<file path="src/rtl/cam_cfg_pkg.sv">
// Shared types and table-entry helpers for the camera bring-up controller.
package cam_cfg_pkg;

  typedef enum logic [2:0] {
    S_IDLE, S_RST_HOLD, S_RST_WAIT, S_FETCH, S_WRITE, S_DELAY, S_DONE, S_ERROR
  } cfg_state_e;

  typedef enum logic [1:0] {PH_START, PH_BIT, PH_ACK, PH_STOP} i2c_phase_e;

  localparam logic [15:0] CFG_END   = 16'hFFFF;
  localparam logic [15:0] CFG_DELAY = 16'hFFFE;

  function automatic logic [15:0] ent_addr(input logic [23:0] e);
    return e[23:8];
  endfunction

  function automatic logic [7:0] ent_data(input logic [23:0] e);
    return e[7:0];
  endfunction

endpackage

</file>
<file path="src/rtl/i2c_byte_wr.sv">
// One-byte SCCB/I2C writer: emits START on the first byte of a transfer,
// keeps SCL low between bytes, and closes with STOP on `last` or NACK.
module i2c_byte_wr import cam_cfg_pkg::*; #(
  parameter int QTR = 125
) (
  input  logic       clk_50m_i,
  input  logic       rst_ni,
  input  logic       go_i,
  input  logic       last_i,
  input  logic [7:0] byte_i,
  input  logic       sda_in_i,
  output logic       rdy_o,
  output logic       ack_ok_o,
  output logic       nack_o,
  output logic       scl_oe_o,
  output logic       sda_oe_o
);

  localparam logic [15:0] QM1 = 16'(QTR - 1);

  i2c_phase_e  ph_q;
  logic [15:0] qcnt_q;
  logic [1:0]  qtr_q;
  logic [2:0]  bit_q;
  logic [7:0]  sh_q;
  logic        act_q, open_q, last_q, nk_q, ack_q, nak_q, scl_q, sda_q;
  logic        tick;

  assign tick     = act_q && (qcnt_q == QM1);
  assign rdy_o    = ~act_q;
  assign ack_ok_o = ack_q;
  assign nack_o   = nak_q;
  assign scl_oe_o = scl_q;
  assign sda_oe_o = sda_q;

  always_ff @(posedge clk_50m_i or negedge rst_ni) begin
    if (!rst_ni) begin
      ph_q <= PH_START; qcnt_q <= '0; qtr_q <= '0; bit_q <= '0; sh_q <= '0;
      act_q <= 1'b0; open_q <= 1'b0; last_q <= 1'b0; nk_q <= 1'b0;
      ack_q <= 1'b0; nak_q <= 1'b0; scl_q <= 1'b0; sda_q <= 1'b0;
    end else begin
      ack_q <= 1'b0;
      nak_q <= 1'b0;
      if (!act_q) begin
        qcnt_q <= '0;
        if (go_i) begin
          act_q <= 1'b1; sh_q <= byte_i; last_q <= last_i; qtr_q <= '0; bit_q <= 3'd7;
          if (open_q) begin
            ph_q <= PH_BIT; scl_q <= 1'b1; sda_q <= ~byte_i[7];
          end else begin
            ph_q <= PH_START; scl_q <= 1'b0; sda_q <= 1'b0;
          end
        end
      end else if (!tick) begin
        qcnt_q <= qcnt_q + 16'd1;
      end else begin
        qcnt_q <= '0;
        qtr_q  <= qtr_q + 2'd1;
        case (ph_q)
          PH_START:
            if (qtr_q == 2'd0) sda_q <= 1'b1;
            else begin
              ph_q <= PH_BIT; qtr_q <= '0; open_q <= 1'b1;
              scl_q <= 1'b1; sda_q <= ~sh_q[7];
            end
          PH_BIT:
            case (qtr_q)
              2'd1: scl_q <= 1'b0;
              2'd3: begin
                scl_q <= 1'b1;
                if (bit_q == 3'd0) begin
                  ph_q <= PH_ACK; sda_q <= 1'b0;
                end else begin
                  bit_q <= bit_q - 3'd1; sh_q <= {sh_q[6:0], 1'b0}; sda_q <= ~sh_q[6];
                end
              end
              default: ;
            endcase
          PH_ACK:
            case (qtr_q)
              2'd1: scl_q <= 1'b0;
              2'd2: nk_q <= sda_in_i;
              2'd3: begin
                scl_q <= 1'b1;
                // Between bytes SCL stays low with SDA released until the next go.
                if (nk_q || last_q) begin
                  ph_q <= PH_STOP; sda_q <= 1'b1;
                end else begin
                  act_q <= 1'b0; ack_q <= 1'b1;
                end
              end
              default: ;
            endcase
          PH_STOP:
            case (qtr_q)
              2'd0: scl_q <= 1'b0;
              2'd1: sda_q <= 1'b0;
              default: begin
                act_q <= 1'b0; open_q <= 1'b0; qtr_q <= '0;
                ack_q <= ~nk_q; nak_q <= nk_q;
              end
            endcase
          default: ph_q <= PH_START;
        endcase
      end
    end
  end

endmodule

</file>
<file path="src/rtl/cam_cfg_ctrl.sv">
// MIPI sensor bring-up: sensor reset sequencing, then a walk of the register
// ROM issuing one I2C byte-write per entry, with delay and end-marker entries.
module cam_cfg_ctrl import cam_cfg_pkg::*; #(
  parameter int         CLK_HZ       = 50_000_000,
  parameter int         I2C_HZ       = 100_000,
  parameter logic [6:0] DEV_ADDR     = 7'h36,
  parameter int         RST_HOLD_CYC = 500_000,
  parameter int         POST_RST_CYC = 1_000_000,
  parameter int         MS_CYC       = CLK_HZ / 1000,
  parameter int         IDX_W        = 8
) (
  input  logic             clk_50m,
  input  logic             rst_n,
  input  logic             start,
  output logic [IDX_W-1:0] tbl_idx,
  input  logic [23:0]      tbl_entry,
  output logic             mipi_rst,
  output logic             scl_oe,
  output logic             sda_oe,
  input  logic             sda_in,
  output logic             busy,
  output logic             done,
  output logic             error,
  output logic [IDX_W-1:0] err_idx
);

  localparam int          QTR  = CLK_HZ / (4 * I2C_HZ);
  localparam logic [31:0] MS_W = 32'(MS_CYC);

  cfg_state_e       st_q;
  logic [31:0]      cnt_q;
  logic [IDX_W-1:0] tbl_idx_q, err_idx_q;
  logic [23:0]      entry_q;
  logic [1:0]       bsel_q;
  logic             go_q, fwait_q, mipi_rst_q, busy_q, done_q, error_q;
  logic             rdy, ack_ok, nack, adv;
  logic [15:0]      ra;
  logic [7:0]       wbyte;

  assign ra = ent_addr(entry_q);

  always_comb begin
    wbyte = {DEV_ADDR, 1'b0};
    case (bsel_q)
      2'd1:    wbyte = ra[15:8];
      2'd2:    wbyte = ra[7:0];
      2'd3:    wbyte = ent_data(entry_q);
      default: wbyte = {DEV_ADDR, 1'b0};
    endcase
  end

  // Entry finished: a write fully ACKed, a delay expired, or a zero-length delay.
  always_comb begin
    adv = 1'b0;
    case (st_q)
      S_WRITE: adv = ack_ok && (bsel_q == 2'd3);
      S_DELAY: adv = (cnt_q == 32'd0);
      S_FETCH: adv = !fwait_q && ent_addr(tbl_entry) == CFG_DELAY && ent_data(tbl_entry) == 8'd0;
      default: adv = 1'b0;
    endcase
  end

  always_ff @(posedge clk_50m or negedge rst_n) begin
    if (!rst_n) begin
      st_q <= S_IDLE; cnt_q <= '0; tbl_idx_q <= '0; err_idx_q <= '0; entry_q <= '0;
      bsel_q <= '0; go_q <= 1'b0; fwait_q <= 1'b0;
      mipi_rst_q <= 1'b0; busy_q <= 1'b0; done_q <= 1'b0; error_q <= 1'b0;
    end else begin
      go_q <= 1'b0;
      case (st_q)
        S_IDLE, S_DONE, S_ERROR:
          if (start) begin
            done_q <= 1'b0; error_q <= 1'b0; mipi_rst_q <= 1'b0; busy_q <= 1'b1;
            cnt_q <= 32'(RST_HOLD_CYC - 1); st_q <= S_RST_HOLD;
          end
        S_RST_HOLD:
          if (cnt_q == 32'd0) begin
            mipi_rst_q <= 1'b1; cnt_q <= 32'(POST_RST_CYC - 1); st_q <= S_RST_WAIT;
          end else cnt_q <= cnt_q - 32'd1;
        S_RST_WAIT:
          if (cnt_q == 32'd0) begin
            tbl_idx_q <= '0; fwait_q <= 1'b1; st_q <= S_FETCH;
          end else cnt_q <= cnt_q - 32'd1;
        S_FETCH:
          if (fwait_q) fwait_q <= 1'b0;
          else begin
            entry_q <= tbl_entry;
            if (ent_addr(tbl_entry) == CFG_END) begin
              st_q <= S_DONE; busy_q <= 1'b0; done_q <= 1'b1;
            end else if (ent_addr(tbl_entry) == CFG_DELAY) begin
              if (ent_data(tbl_entry) != 8'd0) begin
                cnt_q <= {24'd0, ent_data(tbl_entry)} * MS_W - 32'd1;
                st_q  <= S_DELAY;
              end
            end else begin
              bsel_q <= '0; go_q <= 1'b1; st_q <= S_WRITE;
            end
          end
        S_WRITE:
          if (nack) begin
            err_idx_q <= tbl_idx_q; error_q <= 1'b1; busy_q <= 1'b0; st_q <= S_ERROR;
          end else if (ack_ok && bsel_q != 2'd3) begin
            bsel_q <= bsel_q + 2'd1; go_q <= 1'b1;
          end
        S_DELAY:
          if (cnt_q != 32'd0) cnt_q <= cnt_q - 32'd1;
        default: st_q <= S_IDLE;
      endcase
      if (adv) begin
        if (&tbl_idx_q) begin
          st_q <= S_DONE; busy_q <= 1'b0; done_q <= 1'b1;
        end else begin
          tbl_idx_q <= tbl_idx_q + 1'b1; fwait_q <= 1'b1; st_q <= S_FETCH;
        end
      end
    end
  end

  i2c_byte_wr #(.QTR(QTR)) u_i2c (
    .clk_50m_i (clk_50m),
    .rst_ni    (rst_n),
    .go_i      (go_q),
    .last_i    (bsel_q == 2'd3),
    .byte_i    (wbyte),
    .sda_in_i  (sda_in),
    .rdy_o     (rdy),
    .ack_ok_o  (ack_ok),
    .nack_o    (nack),
    .scl_oe_o  (scl_oe),
    .sda_oe_o  (sda_oe)
  );

  assign tbl_idx  = tbl_idx_q;
  assign err_idx  = err_idx_q;
  assign mipi_rst = mipi_rst_q;
  assign busy     = busy_q;
  assign done     = done_q;
  assign error    = error_q;

endmodule

</file>
<file path="config.mk">
export PLATFORM = sky130hd
export DESIGN_NAME = cam_cfg_ctrl
export DESIGN_NICKNAME = d
export VERILOG_FILES = /design/src/rtl/cam_cfg_pkg.sv /design/src/rtl/i2c_byte_wr.sv /design/src/rtl/cam_cfg_ctrl.sv
export SDC_FILE = /design/constraint.sdc
export NUM_CORES = 1
export LEC_CHECK = 0
export CAP_MARGIN = 5
export CORE_ASPECT_RATIO = 0.75
export CORE_UTILIZATION = 55
export CTS_BUF_LIST = sky130_fd_sc_hd__clkbuf_8
export DETAILED_ROUTE_END_ITERATION = 10
export GPL_ROUTABILITY_DRIVEN = 0
export PLACE_DENSITY = 0.78
export SLEW_MARGIN = 40
export SYNTH_ARGS = -nofsm -noshare
export SYNTH_HDL_FRONTEND = slang
export SYNTH_SLANG_ARGS = --single-unit
</file>
<file path="constraint.sdc">
create_clock -name clk_50m -period 7.4 [get_ports clk_50m]
set_clock_uncertainty 0.15 [all_clocks]
set_input_delay 1.85 -clock clk_50m [delete_from_list [all_inputs] [get_ports clk_50m]]
set_output_delay 1.85 -clock clk_50m [all_outputs]
set_load 0.01 [all_outputs]
</file>
==> summary.txt, run 1 <==
Route
  – Via Count: 7335
  – Routed wire per std cell: 17.5 um
  – Vias per inst: 6.08
  – ANT nets after route: 0
  – Post-Route WL: 21.2 mm
  – DRC: 0
  – DR iter-0 viols: 743
  – 1st-pass router iterations: 6

Critical path
  – Worst endpoint required time: 7620 ps
  – Worst Path Arrival: 7000 ps
  – Crit path capture type: flip-flop
  – Critical path class: in -> reg
  – CP startpoint kind: input port
  – Slowest stage cell, crit path: or4_1
  – Top cell by count, worst path: ha_1
  – Slowest cell delay on critical path: 740 ps
  – Worst-path cell chain: clkdlybuf4s50_1 -> inv_1 -> ha_1 -> ha_1 -> fa_1 -> fa_1 -> ha_1 -> a21o_1 -> a31oi_1 -> o21ai_1 -> a221oi_1 -> xnor2_1 -> or4_1 -> o211ai_1
  – Worst-path fanout max: 8

Clock network
  – Htree depth: 4
  – Max clock buf depth: 2
  – Total clock buffers created by CTS: 17
  – Root buf cell: clkbuf_8
  – Clock insertion delay at the later pin of the skew report: 470 ps
  – Worst-path clk slew: 80 ps
  – Clock tree sinks: 122
  – Cts repair resizes: 0
  – Setup Buffers After CTS: 0
  – Hold-fix buffers at CTS: 0
  – CTS tree: built

Logic synthesis
  – Flops & latches, synth: 122
  – Distinct cells, synth: 80
  – Synth Warn #: 0
  – Main synth FF type: dfrtp_1
  – Sequential area share after synthesis: 35.4%
  – Asr flop ratio synth: 100%
  – Mapped Cells: 954
  – Post-synth EDFFs: 0
  – Synthesized area: 8630 um2
  – Post-Syn Nets: 1073
  – Syn_area_per_cell: 9.04 um2

Cells and area
  – Layout Area Growth over Synthesis: 12.1%
  – Share of cells above drive strength 1: 9.78%
  – Commonest non-fill, non-tap cell in the layout: dfrtp_1
  – ANT cells: 0
  – Final instance area: 9670 um2
  – Most frequent cells in the layout: 122 x dfrtp_1, 92 x nor2_1, 83 x nand2_1
  – Nets@finish: 1108

Timing
  – Setup_tns: 0 ps
  – Max-slew violation count: 0
  – Fmax: 0.148 GHz
  – Minimum clock period: 6770 ps
  – RSZ-0062 raised after global routing: no
  – Final setup viols: 0
  – Relative slew slack: 44.6%
  – Final hold violation count: 0
  – Worst Max-Slew Pin Slew: 831 ps
  – Fin crit share: 91.6%

Die
  – CORE AREA: 15300 um2
  – Die ar.: 16200 um2
  – # IOs: 50
  – Std cell rows: 39
  – Vert. Die Dim: 110 um
  – Starting density of the core: 56.5%
  – Die W: 147 um

Global routing
  – Initial antenna violation count: 1
  – Vias in the first global route: 6962
  – Total gr overflow: 0
  – Pin count of the biggest net entering global routing: 58
  – All-Layer GR Usage: 27.2%
  – First-pass GRT wire length: 35.3 mm

Status
  – Status: finished, final reports clean

Placed design
  – Post-DP Area: 9250 um2
  – IO Port Bufs: 49
  – Dpl hpwl: 15.5 mm

Worst hold path
  – Hold Crit Class: reg -> reg

Pwr
  – Leak pwr: 4.34 nW
  – Pwr per Cell Area: 338 nW/um2
  – Worst vdd ir: 0.174 mV

Job
  – # Max-Cap Violations: 0
registers in the layout, indices dropped and copies added (netlist names), 2 cells and up:
signal and count:
u_i2c.qcnt_q 16, tbl_idx 8, cnt_q 32, entry_q 24
u_i2c.bit_q 3, u_i2c.qtr_q 2, err_idx 8, st_q 3
u_i2c.ph_q 2, u_i2c.sh_q 8, bsel_q 2
per-layer routing:
layer	track usage (%)	routed length (um)
met2	37.8	8940
met3	6.24	1450
met1	41.7	10400
met4	8.19	327
met5	0	0
layout make-up:
type | instances | area, um2
Fill cell | 1266 | 5610
Multi-Input combinational cell | 750 | 5230
Sequential cell | 122 | 3050
Timing Repair Buffer | 55 | 546
Tap cell | 205 | 256
Clock buffer | 17 | 234
Clock inverter | 15 | 188
Inverter | 43 | 161
power by group:
part	leakage, nW	switching [W]	internal [W]
clock network	0.216	0.000305	0.000339
registers	1.55	0.000191	0.000863
logic	2.57	0.000964	0.000604
total	4.34	0.00146	0.00181
critical path: cells and delay by family:
family | cells | cell delay [ps]
and+or+nand+nor | 1 | 740
AOI/OAI and AO/OA | 5 | 1510
xor gates and xnor gates | 1 | 190
adders and majority gates | 5 | 1960
buffers and inverters | 2 | 740
logic make-up after synthesis:
logic type                 count (synthesis)  synth area share (%)
adders and majority gates                 91                  14.2
and+or+nand+nor                          324                  18.5
muxes                                     31                  4.00
AOI/OAI and AO/OA                        262                  19.5
DFF                                      122                  35.4
xor gates and xnor gates                  42                  4.26
buffers and inverters                     82                  4.08
worst paths after layout:
kind | startpoint | end | slack [ps] | cells after the start
max reg2reg | cnt_q[17]$_DFFE_PN0P_ | cnt_q[8]$_DFFE_PN0P_ | 3720 | 8
max | tbl_entry[6] | cnt_q[30]$_DFFE_PN0P_ | 630 | 14
min in group asynchronous | rst_n | cnt_q[30]$_DFFE_PN0P_ | 1290 | 1
min reg2reg | u_i2c.bit_q[0]$_DFFE_PN0P_ | u_i2c.bit_q[0]$_DFFE_PN0P_ | 330 | 1
min | u_i2c.bit_q[0]$_DFFE_PN0P_ | u_i2c.bit_q[0]$_DFFE_PN0P_ | 330 | 1
max in group asynchronous | rst_n | entry_q[2]$_DFFE_PN0P_ | 4710 | 3
per-stage QoR:
step | hold WS (ps) | cells | total power, W | setup WS [ps] | util [%]
global route | 360 | 1207 | 0.00351 | 260 | 63.3
finish | 328 | 1207 | 0.00327 | 625 | 63.3
CTS | 328 | 1207 | 0.00325 | 655 | 63.3
detailed placement | 315 | 1175 | 0.00259 | 192 | 60.5
global placement | 303 | 1174 | 0.00254 | 358 | 60.4
floorplan | 290 | 954 | 0.00223 | 1350 | -
Yosys cell counts, types with 6 or more instances:
cell type	instances	share of area [%]
nand2_1	83	3.6
ha_1	79	11
o21ai_1	11	0.64
or2_2	7	0.51
a22oi_1	8	0.70
o21ai_0	82	4.8
a31oi_1	9	0.65
nor3_1	22	1.3
nand3_1	27	1.6
a211oi_1	7	0.61
mux2_2	28	3.7
nor4_1	14	1.0
xnor2_1	20	2.0
inv_1	42	1.8
nand4_1	15	1.1
a21o_1	12	1.0
and3_1	19	1.4
fa_1	12	2.8
xor2_1	22	2.2
nor2_1	93	4.0
clkbuf_1	24	1.0
a21oi_1	58	3.4
o31ai_1	6	0.52
dfrtp_1	122	35
nor3b_1	6	0.52
buf_2	11	0.64
Power figures use the tool's default switching activity.
==> run 2: changes to the inputs <==
- CORE_ASPECT_RATIO: 0.75 -> not set
==> summary.txt, run 2 (synthesized netlist as in run 1, its figures left out) <==
Die
  – CORE AREA: 15300 um2
  – Die W: 127 um
  – Starting density of the core: 56.5%
  – Vert. Die Dim: 127 um
  – Std cell rows: 45
  – # IOs: 50
  – Die ar.: 16200 um2

Pwr
  – Worst vdd ir: 0.206 mV
  – Combinational fraction of design power: 48.1%
  – Leak pwr: 4.29 nW
  – Pwr per Cell Area: 330 nW/um2
  – Clock share of power: 18.9%
  – Net Sw Power: 0.00141 W
  – Internal: 0.00177 W
  – Switching share of power: 44.2%
  – Sequential share of power: 33.0%

Timing
  – Setup_tns: 0 ps
  – Fin crit share: 90.9%
  – RSZ-0062 raised after global routing: no
  – Minimum clock period: 6730 ps
  – Fmax: 0.149 GHz
  – Final setup viols: 0
  – Final hold violation count: 0
  – Worst Max-Slew Pin Slew: 809 ps
  – Max-slew violation count: 0
  – Relative slew slack: 45.6%

Clock network
  – Root buf cell: clkbuf_8
  – Hold-fix buffers at CTS: 0
  – Setup Buffers After CTS: 0
  – Max clock buf depth: 2
  – Total clock buffers created by CTS: 17
  – Clock tree sinks: 122
  – Clock insertion delay at the later pin of the skew report: 440 ps
  – Htree depth: 4
  – Cts repair resizes: 0
  – Worst-path clk slew: 80 ps
  – CTS tree: built

Route
  – 1st-pass router iterations: 5
  – Top sig layer: met4
  – Via Count: 7247
  – DRC: 0
  – Routed wire per std cell: 16.1 um
  – ANT nets after route: 0
  – WL met1: 8.97 mm
  – Post-Route WL: 19.5 mm
  – DR iter-0 viols: 448
  – DR WL met2: 9.62 mm
  – Routed met3 length: 630 um
  – Vias per inst: 5.98

Cells and area
  – Fin cells: 1212
  – Nets@finish: 1107
  – Max FFs per register: 32
  – Top flop regs: cnt_q (32), entry_q (24), u_i2c.qcnt_q (16)
  – Commonest non-fill, non-tap cell in the layout: dfrtp_1
  – Layout Area Growth over Synthesis: 11.7%
  – Largest Register: cnt_q
  – ANT cells: 0
  – Most frequent cells in the layout: 122 x dfrtp_1, 92 x nor2_1, 83 x nand2_1
  – Share of cells above drive strength 1: 9.69%
  – Fill count: 1304

Placed design
  – Dpl cells: 1180
  – IO Port Bufs: 49
  – Dpl hpwl: 14.5 mm

Critical path
  – CP startpoint kind: input port
  – Critical path class: in -> reg
  – Worst-path fanout max: 8
  – Reg2Reg Depth: 8
  – Buf+Inv Stages, Crit Path: 2
  – Top cell by count, worst path: ha_1
  – CP Depth: 15
  – Worst-path cell chain: clkdlybuf4s50_1 -> inv_1 -> ha_1 -> ha_1 -> fa_1 -> fa_1 -> ha_1 -> a21o_1 -> a31oi_1 -> a21oi_1 -> nand4bb_1 -> a211oi_2 -> nand3_1 -> or4_1 -> o211ai_1
  – Worst endpoint required time: 7610 ps
  – Crit path capture type: flip-flop
  – Slowest stage cell, crit path: clkdlybuf4s50_1
  – Worst Path Arrival: 6940 ps
  – Slowest cell delay on critical path: 630 ps
  – Family with the most delay on the worst path: adder cells

Global routing
  – All-Layer GR Usage: 25.9%
  – Vias in the first global route: 7013
  – Initial antenna violation count: 0
  – First-pass GRT wire length: 33.7 mm
  – Total gr overflow: 0
  – Pin count of the biggest net entering global routing: 86

Job
  – # Max-Cap Violations: 0

Status
  – Status: finished, final reports clean

Worst hold path
  – Hold Crit Class: reg -> reg
  – Min-Delay Path Depth: 1
[run 2: worst reg2reg max path: stages (launching register included)]
cell	delay, ps
dfrtp_1	430
nor4_1	610
nand4_1	430
or3_1	600
o21ai_2	190
and2b_1	600
o21ai_0	200
a32oi_1	180
o21ai_0	110
[run 2: power groups by stage]
| stage | Combinational, W | Sequential, W | Clock, W |
|---|---|---|---|
| floorplan | 0.00124 | 0.000985 | 0 |
| global placement | 0.00148 | 0.00105 | 0 |
| detailed placement | 0.00152 | 0.00105 | 0 |
| CTS | 0.00152 | 0.00104 | 0.000612 |
| global route | 0.00172 | 0.00108 | 0.000637 |
| finish | 0.00153 | 0.00105 | 0.000602 |
[run 2: per-stage QoR]
step	worst slack, ps	utilization (%)	total power, W	hold WS (ps)	area (um2)
final	672	63.2	0.00318	331	9640
after global routing	404	63.2	0.00344	372	9640
after CTS	670	63.2	0.00318	333	9640
after detailed placement	175	60.5	0.00257	309	9240
after global placement	364	60.5	0.00253	305	9230
after floorplan	1350	-	0.00223	290	8630
[run 2: path summary, 6_finish.rpt]
kind / start / end / slack (ps)
setup / recovery: tbl_entry[6] / cnt_q[25]$_DFFE_PN0P_ / 670
hold / removal: u_i2c.bit_q[0]$_DFFE_PN0P_ / u_i2c.bit_q[0]$_DFFE_PN0P_ / 330
setup reg to reg: cnt_q[13]$_DFFE_PN0P_ / cnt_q[23]$_DFFE_PN0P_ / 3770
hold reg to reg: u_i2c.bit_q[0]$_DFFE_PN0P_ / u_i2c.bit_q[0]$_DFFE_PN0P_ / 330
max in group asynchronous: rst_n / entry_q[8]$_DFFE_PN0P_ / 4800
min in group asynchronous: rst_n / u_i2c.open_q$_DFFE_PN0P_ / 1260
[run 2: cell type report]
class | instances | area, um2 | share of cell area, %
clock buffers | 17 | 234 | 2.43
inverters | 43 | 161 | 1.67
multi-input cells | 750 | 5230 | 54.3
well taps | 211 | 264 | 2.74
repair buffers | 54 | 532 | 5.52
clock inverters | 15 | 165 | 1.71
flip-flops and latches | 122 | 3050 | 31.7
[run 2: layer usage]
metal / global-route usage (%) / up-vias
li1: - / 3549
met1: 33.7 / 3528
met2: 44.2 / 146
met3: 4.23 / 24
met4: 7.98 / 0
met5: 0 / -
==> run 3: changes to the inputs <==
- CORE_ASPECT_RATIO: not set -> 1.5
- GPL_ROUTABILITY_DRIVEN: 0 -> not set
- GPL_TIMING_DRIVEN: not set -> 0
==> summary.txt, run 3 (synthesized netlist as in run 1, its figures left out) <==
Pwr
  – Switching share of power: 43.9%
  – Leak pwr: 4.39 nW
  – Clock share of power: 18.3%
  – Pwr per Cell Area: 336 nW/um2
  – Combinational fraction of design power: 51.0%
  – Internal: 0.00184 W
  – Net Sw Power: 0.00144 W
  – Sequential share of power: 30.8%
  – Worst vdd ir: 0.171 mV

Critical path
  – Family with the most delay on the worst path: adder cells
  – Crit path capture type: flip-flop
  – Worst Path Arrival: 7050 ps
  – Slowest cell delay on critical path: 630 ps
  – Top cell by count, worst path: ha_1
  – Worst endpoint required time: 7620 ps
  – Buf+Inv Stages, Crit Path: 3
  – Worst-path fanout max: 8
  – Critical path class: in -> reg
  – Slowest stage cell, crit path: clkdlybuf4s50_1
  – CP Depth: 15
  – Worst-path cell chain: clkdlybuf4s50_1 -> inv_1 -> ha_1 -> ha_1 -> fa_1 -> fa_1 -> ha_1 -> a21o_1 -> a31oi_1 -> o21ai_1 -> a221oi_1 -> xnor2_1 -> or4_1 -> buf_2 -> o211ai_1
  – CP startpoint kind: input port
  – Critical Path Source: tbl_entry[6]
  – Reg2Reg Depth: 8
  – RR Startpoint: cnt_q[13]$_DFFE_PN0P_

Timing
  – Fin crit share: 92.3%
  – Max-slew violation count: 0
  – Minimum clock period: 6830 ps
  – Setup_tns: 0 ps
  – Final hold violation count: 0
  – Fmax: 0.146 GHz
  – Worst Max-Slew Pin Slew: 758 ps
  – RSZ-0062 raised after global routing: no
  – Relative slew slack: 49.0%
  – Min setup slack post-route: 568 ps
  – Final setup viols: 0

Global routing
  – Pin count of the biggest net entering global routing: 69
  – First-pass GRT wire length: 35.7 mm
  – Vias in the first global route: 7493
  – Total gr overflow: 0
  – Initial antenna violation count: 0
  – All-Layer GR Usage: 27.5%
  – Met2 usage in global routing: 51.3%
  – GR peak layer: met2
  – Met1 Resource Use GR: 30.3%
  – Met3 usage: 4.65%

Route
  – ANT nets after route: 0
  – Post-Route WL: 21.0 mm
  – 1st-pass router iterations: 7
  – Via Count: 7481
  – DR iter-0 viols: 403
  – Routed wire per std cell: 17.0 um
  – Vias per inst: 6.07
  – DRC: 0

Cells and area
  – ANT cells: 0
  – Layout Area Growth over Synthesis: 13.4%
  – Share of cells above drive strength 1: 9.87%
  – Final instance area: 9790 um2
  – Max FFs per register: 32
  – Most frequent cells in the layout: 122 x dfrtp_1, 93 x nor2_1, 83 x nand2_1
  – Largest Register: cnt_q
  – Commonest non-fill, non-tap cell in the layout: dfrtp_1
  – Top flop regs: cnt_q (32), entry_q (24), u_i2c.qcnt_q (16)
  – Fin cells: 1232
  – Nets@finish: 1142
  – Fin util: 64.3%

Status
  – Status: finished, final reports clean

Die
  – # IOs: 50
  – Vert. Die Dim: 155 um
  – CORE AREA: 15200 um2
  – Std cell rows: 55
  – Die W: 104 um
  – Starting density of the core: 56.7%
  – Die ar.: 16200 um2

Worst hold path
  – HP Start: u_i2c.bit_q[0]$_DFFE_PN0P_
  – Min-Delay Path Depth: 1
  – Hold Crit Class: reg -> reg

Clock network
  – Setup Buffers After CTS: 0
  – Clock insertion delay at the later pin of the skew report: 450 ps
  – Hold-fix buffers at CTS: 0
  – Total clock buffers created by CTS: 17
  – CTS tree: built
  – Clock tree sinks: 122
  – Max clock buf depth: 2
  – Root buf cell: clkbuf_8
  – Cts repair resizes: 0
  – Worst-path clk slew: 70 ps
  – Htree depth: 4

Job
  – # Max-Cap Violations: 0

Placed design
  – Post-DP Area: 9410 um2
  – Dpl hpwl: 15.8 mm
  – Setup WS pre-CTS: 83.1 ps
  – Dpl cells: 1203
  – GPL Wtd Cong: 0.965
  – IO Port Bufs: 49
[run 3: changes by cell type in the layout (fill, tap and decap cells not counted), moves of 3 or more]
cell and delta:
clkbuf_1 +24, buf_2 +11, buf_4 -4, clkinvlp_4 -4, inv_6 -4, clkinv_2 +3
[run 3: metal layers]
metal,up-vias,part of all wire (%)
li1,3622,-
met1,3582,38
met5,-,0
met4,0,3.0
met2,223,54
met3,54,4.6
[run 3: worst paths after layout]
check,end,slack (ps)
setup / recovery,cnt_q[25]$_DFFE_PN0P_,570
hold / removal,u_i2c.bit_q[0]$_DFFE_PN0P_,340
setup reg to reg,cnt_q[9]$_DFFE_PN0P_,4110
hold reg to reg,u_i2c.bit_q[0]$_DFFE_PN0P_,340
max in group asynchronous,cnt_q[1]$_DFFE_PN0P_,5270
min in group asynchronous,u_i2c.sh_q[5]$_DFFE_PN0P_,1140
[run 3: layout make-up]
type / count / area, um2
repair buffers: 50 / 523
clock inverters: 11 / 133
multi-input cells: 750 / 5230
fillers: 1271 / 5420
plain buffers: 39 / 190
clock buffers: 18 / 248
well taps: 199 / 249
inverters: 43 / 161
flip-flops and latches: 122 / 3050
[run 3: per-stage QoR]
stage,total power [W],hold slack (ps)
global placement,0.00263,305
finish,0.00329,335
CTS,0.00328,336
detailed placement,0.00268,314
global route,0.00354,363
floorplan,0.00223,290
[run 3: power by group through the flow]
stage | clock network (W) | registers (W) | logic (W)
final | 0.000601 | 0.00101 | 0.00168
after global routing | 0.000633 | 0.00104 | 0.00187
after detailed placement | 0 | 0.00102 | 0.00166
after global placement | 0 | 0.00101 | 0.00162
after CTS | 0.000605 | 0.00101 | 0.00167
after floorplan | 0 | 0.000985 | 0.00124
[run 3: worst register-to-register path, delay by kind of cell, from the launching register on]
kind | cells | cell delay, ps
compound gates | 3 | 690
buf+inv | 2 | 530
flops | 1 | 430
simple gates | 3 | 1400
